[src/rtl/alu_issue_stage.sv]
// Issue stage in front of a combinational 32-bit ALU: registers operands, captures the result, hands it downstream.
// Optional operand-A forwarding from the last handshaken result is enabled with `define ALU_ISSUE_FWD_EN.
module alu_issue_stage #(
  parameter int DATA_W = 32,
  parameter int IMM_W  = 16,
  parameter int TAG_W  = 5
) (
  input  logic              clock,
  input  logic              reset,
  // Handshakes: a transfer happens on a rising edge where valid & ready are both high.
  // valid never waits on ready; payload is held stable while valid is high and ready is low.
  input  logic              in_valid,
  output logic              in_ready,
  input  logic [3:0]        in_op,
  input  logic [DATA_W-1:0] in_rs_val,
  input  logic [DATA_W-1:0] in_rt_val,
  input  logic [IMM_W-1:0]  in_imm,
  input  logic              in_use_imm,
  input  logic [TAG_W-1:0]  in_tag,
`ifdef ALU_ISSUE_FWD_EN
  input  logic [TAG_W-1:0]  in_src_tag,
`endif
  output logic [DATA_W-1:0] alu_A,
  output logic [DATA_W-1:0] alu_B,
  output logic [3:0]        alu_funct,
  input  logic [DATA_W-1:0] alu_out,
  input  logic              alu_flagZ,
  output logic              res_valid,
  input  logic              res_ready,
  output logic [DATA_W-1:0] res_data,
  output logic              res_zero,
  output logic [TAG_W-1:0]  res_tag,
  output logic              res_err,
  output logic [1:0]        dbg_state
);

  typedef enum logic [1:0] {
    IDLE = 2'd0,
    EXEC = 2'd1,
    HOLD = 2'd2
  } state_t;

  state_t state_q, state_d;

  logic              accept;
  logic              res_hs;
  logic              op_legal;
  logic              op_shift;
  logic [DATA_W-1:0] a_sel;
  logic [DATA_W-1:0] b_sel;
  logic [TAG_W-1:0]  op_tag;
  logic              op_err;

  assign accept = in_valid & in_ready;
  assign res_hs = res_valid & res_ready;

  // State register
  always_ff @(posedge clock or posedge reset) begin
    if (reset) state_q <= IDLE;
    else       state_q <= state_d;
  end

  // Next-state logic
  always_comb begin
    state_d = state_q;
    case (state_q)
      IDLE: if (accept) state_d = EXEC;
      EXEC: state_d = HOLD;
      HOLD: begin
        if (res_hs) state_d = in_valid ? EXEC : IDLE;
      end
      default: state_d = IDLE;
    endcase
  end

  // Output logic
  always_comb begin
    in_ready  = (state_q == IDLE) | ((state_q == HOLD) & res_ready);
    res_valid = (state_q == HOLD);
    dbg_state = state_q;
  end

  // Op decode
  always_comb begin
    op_legal = 1'b0;
    op_shift = 1'b0;
    case (in_op)
      4'd0, 4'd1, 4'd2, 4'd3, 4'd4: op_legal = 1'b1;
      4'd6, 4'd7, 4'd8: begin
        op_legal = 1'b1;
        op_shift = 1'b1;
      end
      default: op_legal = 1'b0;
    endcase
  end

  // Shift amounts only use the low 5 immediate bits, zero-extended.
  always_comb begin
    if (!in_use_imm)
      b_sel = in_rt_val;
    else if (op_shift)
      b_sel = {{(DATA_W-5){1'b0}}, in_imm[4:0]};
    else
      b_sel = {{(DATA_W-IMM_W){in_imm[IMM_W-1]}}, in_imm};
  end

`ifdef ALU_ISSUE_FWD_EN
  logic              last_valid;
  logic [TAG_W-1:0]  last_tag;
  logic [DATA_W-1:0] last_data;
  logic              fwd_ok;
  logic [TAG_W-1:0]  fwd_tag;
  logic [DATA_W-1:0] fwd_data;

  always_ff @(posedge clock or posedge reset) begin
    if (reset) begin
      last_valid <= 1'b0;
      last_tag   <= '0;
      last_data  <= '0;
    end else if (res_hs) begin
      last_valid <= 1'b1;
      last_tag   <= res_tag;
      last_data  <= res_data;
    end
  end

  // A result handshaken on this same edge is the most recent one, so it wins over the stored copy.
  always_comb begin
    if (res_hs) begin
      fwd_ok   = 1'b1;
      fwd_tag  = res_tag;
      fwd_data = res_data;
    end else begin
      fwd_ok   = last_valid;
      fwd_tag  = last_tag;
      fwd_data = last_data;
    end
    if (fwd_ok && (in_src_tag != '0) && (in_src_tag == fwd_tag))
      a_sel = fwd_data;
    else
      a_sel = in_rs_val;
  end
`else
  always_comb begin
    a_sel = in_rs_val;
  end
`endif

  // Operand registers change only on accept, so they stay put while a result is pending.
  always_ff @(posedge clock or posedge reset) begin
    if (reset) begin
      alu_A     <= '0;
      alu_B     <= '0;
      alu_funct <= '0;
      op_tag    <= '0;
      op_err    <= 1'b0;
    end else if (accept) begin
      alu_A     <= a_sel;
      alu_B     <= b_sel;
      alu_funct <= op_legal ? in_op : 4'd0;
      op_tag    <= in_tag;
      op_err    <= ~op_legal;
    end
  end

  // Result capture at the end of EXEC; illegal ops report zero data and a clear zero flag.
  always_ff @(posedge clock or posedge reset) begin
    if (reset) begin
      res_data <= '0;
      res_zero <= 1'b0;
      res_tag  <= '0;
      res_err  <= 1'b0;
    end else if (state_q == EXEC) begin
      res_data <= op_err ? '0 : alu_out;
      res_zero <= ~op_err & alu_flagZ;
      res_tag  <= op_tag;
      res_err  <= op_err;
    end
  end

endmodule
[config.mk]
export PLATFORM = sky130hd
export DESIGN_NAME = alu_issue_stage
export DESIGN_NICKNAME = d
export VERILOG_FILES = /design/src/rtl/alu_issue_stage.sv
export SDC_FILE = /design/constraint.sdc
export NUM_CORES = 1
export LEC_CHECK = 0
export ABC_AREA = 1
export CAP_MARGIN = 20
export CORE_MARGIN = 3
export CORE_UTILIZATION = 44
export DETAILED_ROUTE_END_ITERATION = 12
export PLACE_DENSITY_LB_ADDON = 0.2
export SYNTH_ARGS = -nofsm -noshare
export SYNTH_HDL_FRONTEND = slang
export SYNTH_SLANG_ARGS = --single-unit
[constraint.sdc]
create_clock -name clock -period 6.41 [get_ports clock]
set_input_delay 0.9615 -clock clock [delete_from_list [all_inputs] [get_ports clock]]
set_output_delay 0.9615 -clock clock [all_outputs]
set_load 0.02 [all_outputs]
# Yosys cells after proc, flatten, opt, wreduce, memory -nomap -nowiden
# Index checks and enable logic that the tools add are counted.
[op_classes] n_eq_ne=11 mux=10 reduce_logical=5 bitwise=6
[ops] operator="$mux W32" count=3
[ops] operator="$eq A4 B3 Y1 const B" count=3
[ops] operator="$eq A4 B2 Y1 const B" count=2
[ops] operator="$reduce_or A8 Y1" count=1
[ops] operator="$pmux W2 S3" count=1
[ops] operator="$eq A4 B1 Y1 const B" count=1
[ops] operator="$eq A4 B4 Y1 const B" count=1
[ops] operator="$logic_not A4 Y1" count=1
[ops] operator="$mux W2" count=2
[ops] operator="$mux W4" count=1
[ops] operator="$and A1 B1 Y1" count=3
[ops] operator="$mux W1" count=3
[ops] operator="$reduce_or A3 Y1" count=1
[ops] operator="$eq A2 B1 Y1 const B" count=1
[ops] operator="$eq A2 B2 Y1 const B" count=1
[ops] operator="$logic_not A2 Y1" count=1
[ops] operator="$ne A2 B1 Y1 const B" count=1
[ops] operator="$ne A2 B2 Y1 const B" count=1
[ops] operator="$not A1 Y1" count=2
[ops] operator="$reduce_and A2 Y1" count=1
[ops] operator="$or A1 B1 Y1" count=1
[word_totals] elab_cells=42 register_bits=115 inputBits=127 out_inout_bits=111

# Longest topological paths before layout
[depth] depth_word=6 depth_mapped=8 ltp_nobuf=6

# Least setup slack after synthesis
# Ideal clock, no wire load.
[synth_path] path_type="in2out" from="input port res_ready" to="output port in_ready" path_slack_ns=4.059 arrival_ns=1.390 n_path_buf=0 required_ns=5.448 cell_stages=4 cell_sequence="inv_1 > nand2_1 > inv_1 > nor2_1"
[synth_between] elab_chain_cells=2
[synth_rtl] item="from (decl)" line_no="29" source="input logic res_ready,"
[synth_rtl] item="$and A1 B1 Y1" line_no="78" source="in_ready = (state_q == IDLE) | ((state_q == HOLD) & res_ready);"
[synth_rtl] item="$or A1 B1 Y1" line_no="78"
[synth_rtl] item="to (decl)" line_no="13" source="output logic in_ready,"
# Every way passes these cells.

# Final worst setup path
# Same ends and word-level chain as after synthesis.

==> flow_metrics.env <==
export IMPL_seqPwrFrac_pct=33.7
export IMPL_cts_buffer_depth=2
export IMPL_coreArea_um2=10500
export IMPL_mostFrequentLayoutCells="clkdlybuf4s50_1, nand2_1, dfrtp_1, nor2_1, inv_1"
export IMPL_grt_util_met2_pct=40.3
export IMPL_clock_latency_ns=0.49
export IMPL_dp_cells=886
export IMPL_layout_commonest_cell="clkdlybuf4s50_1"
export IMPL_end_kind="primary output"
export IMPL_cts_hold_fix_buffers=0
export IMPL_routed_via_density=4.80
export IMPL_power_share_clock_pct=31.0
export IMPL_synth_net_count=667
export IMPL_power_density_nw_per_um2=401
export IMPL_ys_ff_latch=115
export IMPL_holdWs_ns=0.479
export IMPL_rsz0062_at_grt="no"
export IMPL_row_count=37
export IMPL_grt_overflow=0
export IMPL_yosysSeqAreaShare_pct=59.9
export IMPL_cts_tree="built"
export IMPL_tns_ns=0
export IMPL_grtUsageTotal_pct=23.4
export IMPL_layout_min_cycle_time_ns=3.36
export IMPL_timing_final_crit_share_pct=52.5
export IMPL_switching_power_mw=0.995
export IMPL_ant_nets=0
export IMPL_clock_fmax_mhz=297
export IMPL_cp_start_kind="primary input"
export IMPL_drv_cap=0
export IMPL_drtPass1Iterations=4
export IMPL_io_buffers=237
export IMPL_grt_pass1_vias=4576
export IMPL_cp_data_arrival_time_ns=2.40
export IMPL_cts_setup_buffers=0
export IMPL_gp_congestion=0.851
export IMPL_synth_top_family_by_area="simple AND/OR/NAND/NOR gates"
export IMPL_min_path_type="flop to flop"
export IMPL_yosys_warnings=0
export IMPL_synthXorXnorAreaFrac_pct=0
export IMPL_clock_skew_ns=0.00946
export IMPL_p_leak_nw=3.79
export IMPL_layout_nets=896
export IMPL_synthAdderAreaFrac_pct=0
export IMPL_gr_usage_met3_pct=6.74
export IMPL_post_drt_wl_per_cell_um=15.4
export IMPL_dieArea_um2=12200
export IMPL_fin_cells=917
export IMPL_synth_area_um2=4810
export IMPL_slew_headroom_pct=40.6
export IMPL_start_util_pct=45.9
export IMPL_post_cts_resized=0
export IMPL_cts_root_buf="clkbuf_8"
export IMPL_numCtsBuffers=17
export IMPL_synthMuxAreaShare_pct=0
export IMPL_area_growth_pct=62.5
export IMPL_antenna_found_initial=0
export IMPL_detailed_place_hpwl_um=9770
export IMPL_r2r_cells=4
export IMPL_yosys_area_share_simple_pct=20.7
export IMPL_path_max_fanout=3
export IMPL_crit_type="primary input to primary output"
export IMPL_totalWireLength_um=14100
export IMPL_n_antenna_cell=0
export IMPL_utilization_pct=74.7
export IMPL_ir_worst_vdd_uv=197
export IMPL_cp_required_ns=5.45
export IMPL_die_y_um=111
export IMPL_p_int_mw=2.14
export IMPL_synth_compound_area_share_pct=11.0
export IMPL_grt_max_degree=76
export IMPL_drv_slew=0
export IMPL_hold_viol=0
export IMPL_synth_distinct_cells=18
export IMPL_avgSynthCellArea_um2=8.90
export IMPL_hold_depth=2
export IMPL_grt_pass1_wl_um=23100
export IMPL_status="complete, no violations"
export IMPL_drive_above_1_share_pct=4.99
export IMPL_tightestPinTransition_ns=0.891
export IMPL_netlist_instances=540
export IMPL_drc=0
export IMPL_htreeDepth=4
export IMPL_die_w_um=111
export IMPL_grt_busiest_layer="met2"
export IMPL_drtIter0Drc=318
export IMPL_clk_pin_slew_ns=0.05
export IMPL_pwr_share_comb_pct=35.4
export IMPL_clock_sinks=115
export IMPL_vias=4402
export IMPL_setup_viol=0
export IMPL_ioPinCount=238
export IMPL_n_fill_cell=795
export IMPL_p_sw_share_pct=31.7
export IMPL_use_met1_pct=27.3
==> routing by layer <==
layer	vias up	wire, um
met2	158	7410
met4	0	302
met3	20	948
met1	2086	5420
met5	-	0
li1	2138	-
==> synth_stat cells <==
cell      count  area, um2
inv_1        58        218
nand3_1      11       55.1
dfrtp_1     115       2880
a21oi_1      27        135
a22o_1       33        289
o21ai_0       8       40.0
o21ai_1       5       25.0
nand3_2       1       10.0
clkbuf_1      4       15.0
nor2_1       91        342
nand2_1     151        567
buf_4         6       45.0
nand2_2       2       12.5
nor2_4        1       11.3
buf_2        18       90.1
buf_6         3       33.8
inv_2         1       3.75
o211ai_1      5       37.5
==> area by class of cell <==
type	instances	area [um2]	area share, %
Clock buffer	22	463	5.93
Clock inverter	9	151	1.94
Inverter	59	224	2.87
Multi-Input combinational cell	335	1520	19.5
Tap cell	136	170	2.18
Sequential cell	115	2880	36.8
Timing Repair Buffer	241	2400	30.7
==> state kept, by name (all words and copies together) (netlist names) <==
| name | cells |
|---|---|
| alu_A | 32 |
| alu_B | 32 |
| alu_funct | 4 |
| dbg_state | 2 |
| op_err | 1 |
| op_tag | 5 |
| res_data | 32 |
| res_err | 1 |
| res_tag | 5 |
| res_zero | 1 |
==> logic make-up after synthesis <==
kind of cell | count (synthesis)
AND/OR/NAND/NOR | 257
flip-flops | 115
buffers and inverters | 90
AO/OA/AOI/OAI | 78
==> path summary, 6_finish.rpt <==
kind / startpoint / endpoint / slack, ns
setup / recovery: res_ready / in_ready / 3.05
hold / removal: alu_A[23] / alu_A[23] / 0.48
setup reg to reg: dbg_state[1] / res_data[8] / 4.28
hold reg to reg: alu_A[23] / alu_A[23] / 0.48
max in group asynchronous: reset / op_err / 4.27
min in group asynchronous: reset / alu_A[10] / 1.02
==> worst max-delay path, stage by stage <==
cell and delay [ns]:
clkdlybuf4s50_1 0.46, inv_1 0.04, nand2_1 0.10, inv_1 0.05, nor2_1 0.15, clkdlybuf4s50_1 0.64
==> stage by stage <==
step / area, um2 / power, mW / setup WS, ns
2_1_floorplan: 4810 / 1.60 / 2.40
3_3_place_gp: 7200 / 2.15 / 3.11
3_5_place_dp: 7200 / 2.18 / 3.03
4_1_cts: 7810 / 3.17 / 3.02
5_1_grt: 7810 / 3.29 / 2.99
6_report: 7810 / 3.14 / 3.05
==> power by group through the flow <==
stage | clock [mW] | sequential [mW] | combinational, mW
final | 0.971 | 1.06 | 1.11
after global routing | 1.03 | 1.08 | 1.18
after CTS | 0.988 | 1.05 | 1.12
after detailed placement | 0 | 1.06 | 1.12
after global placement | 0 | 1.05 | 1.10
after floorplan | 0 | 1.31 | 0.286
No activity file was read; power rests on OpenSTA's default activity.
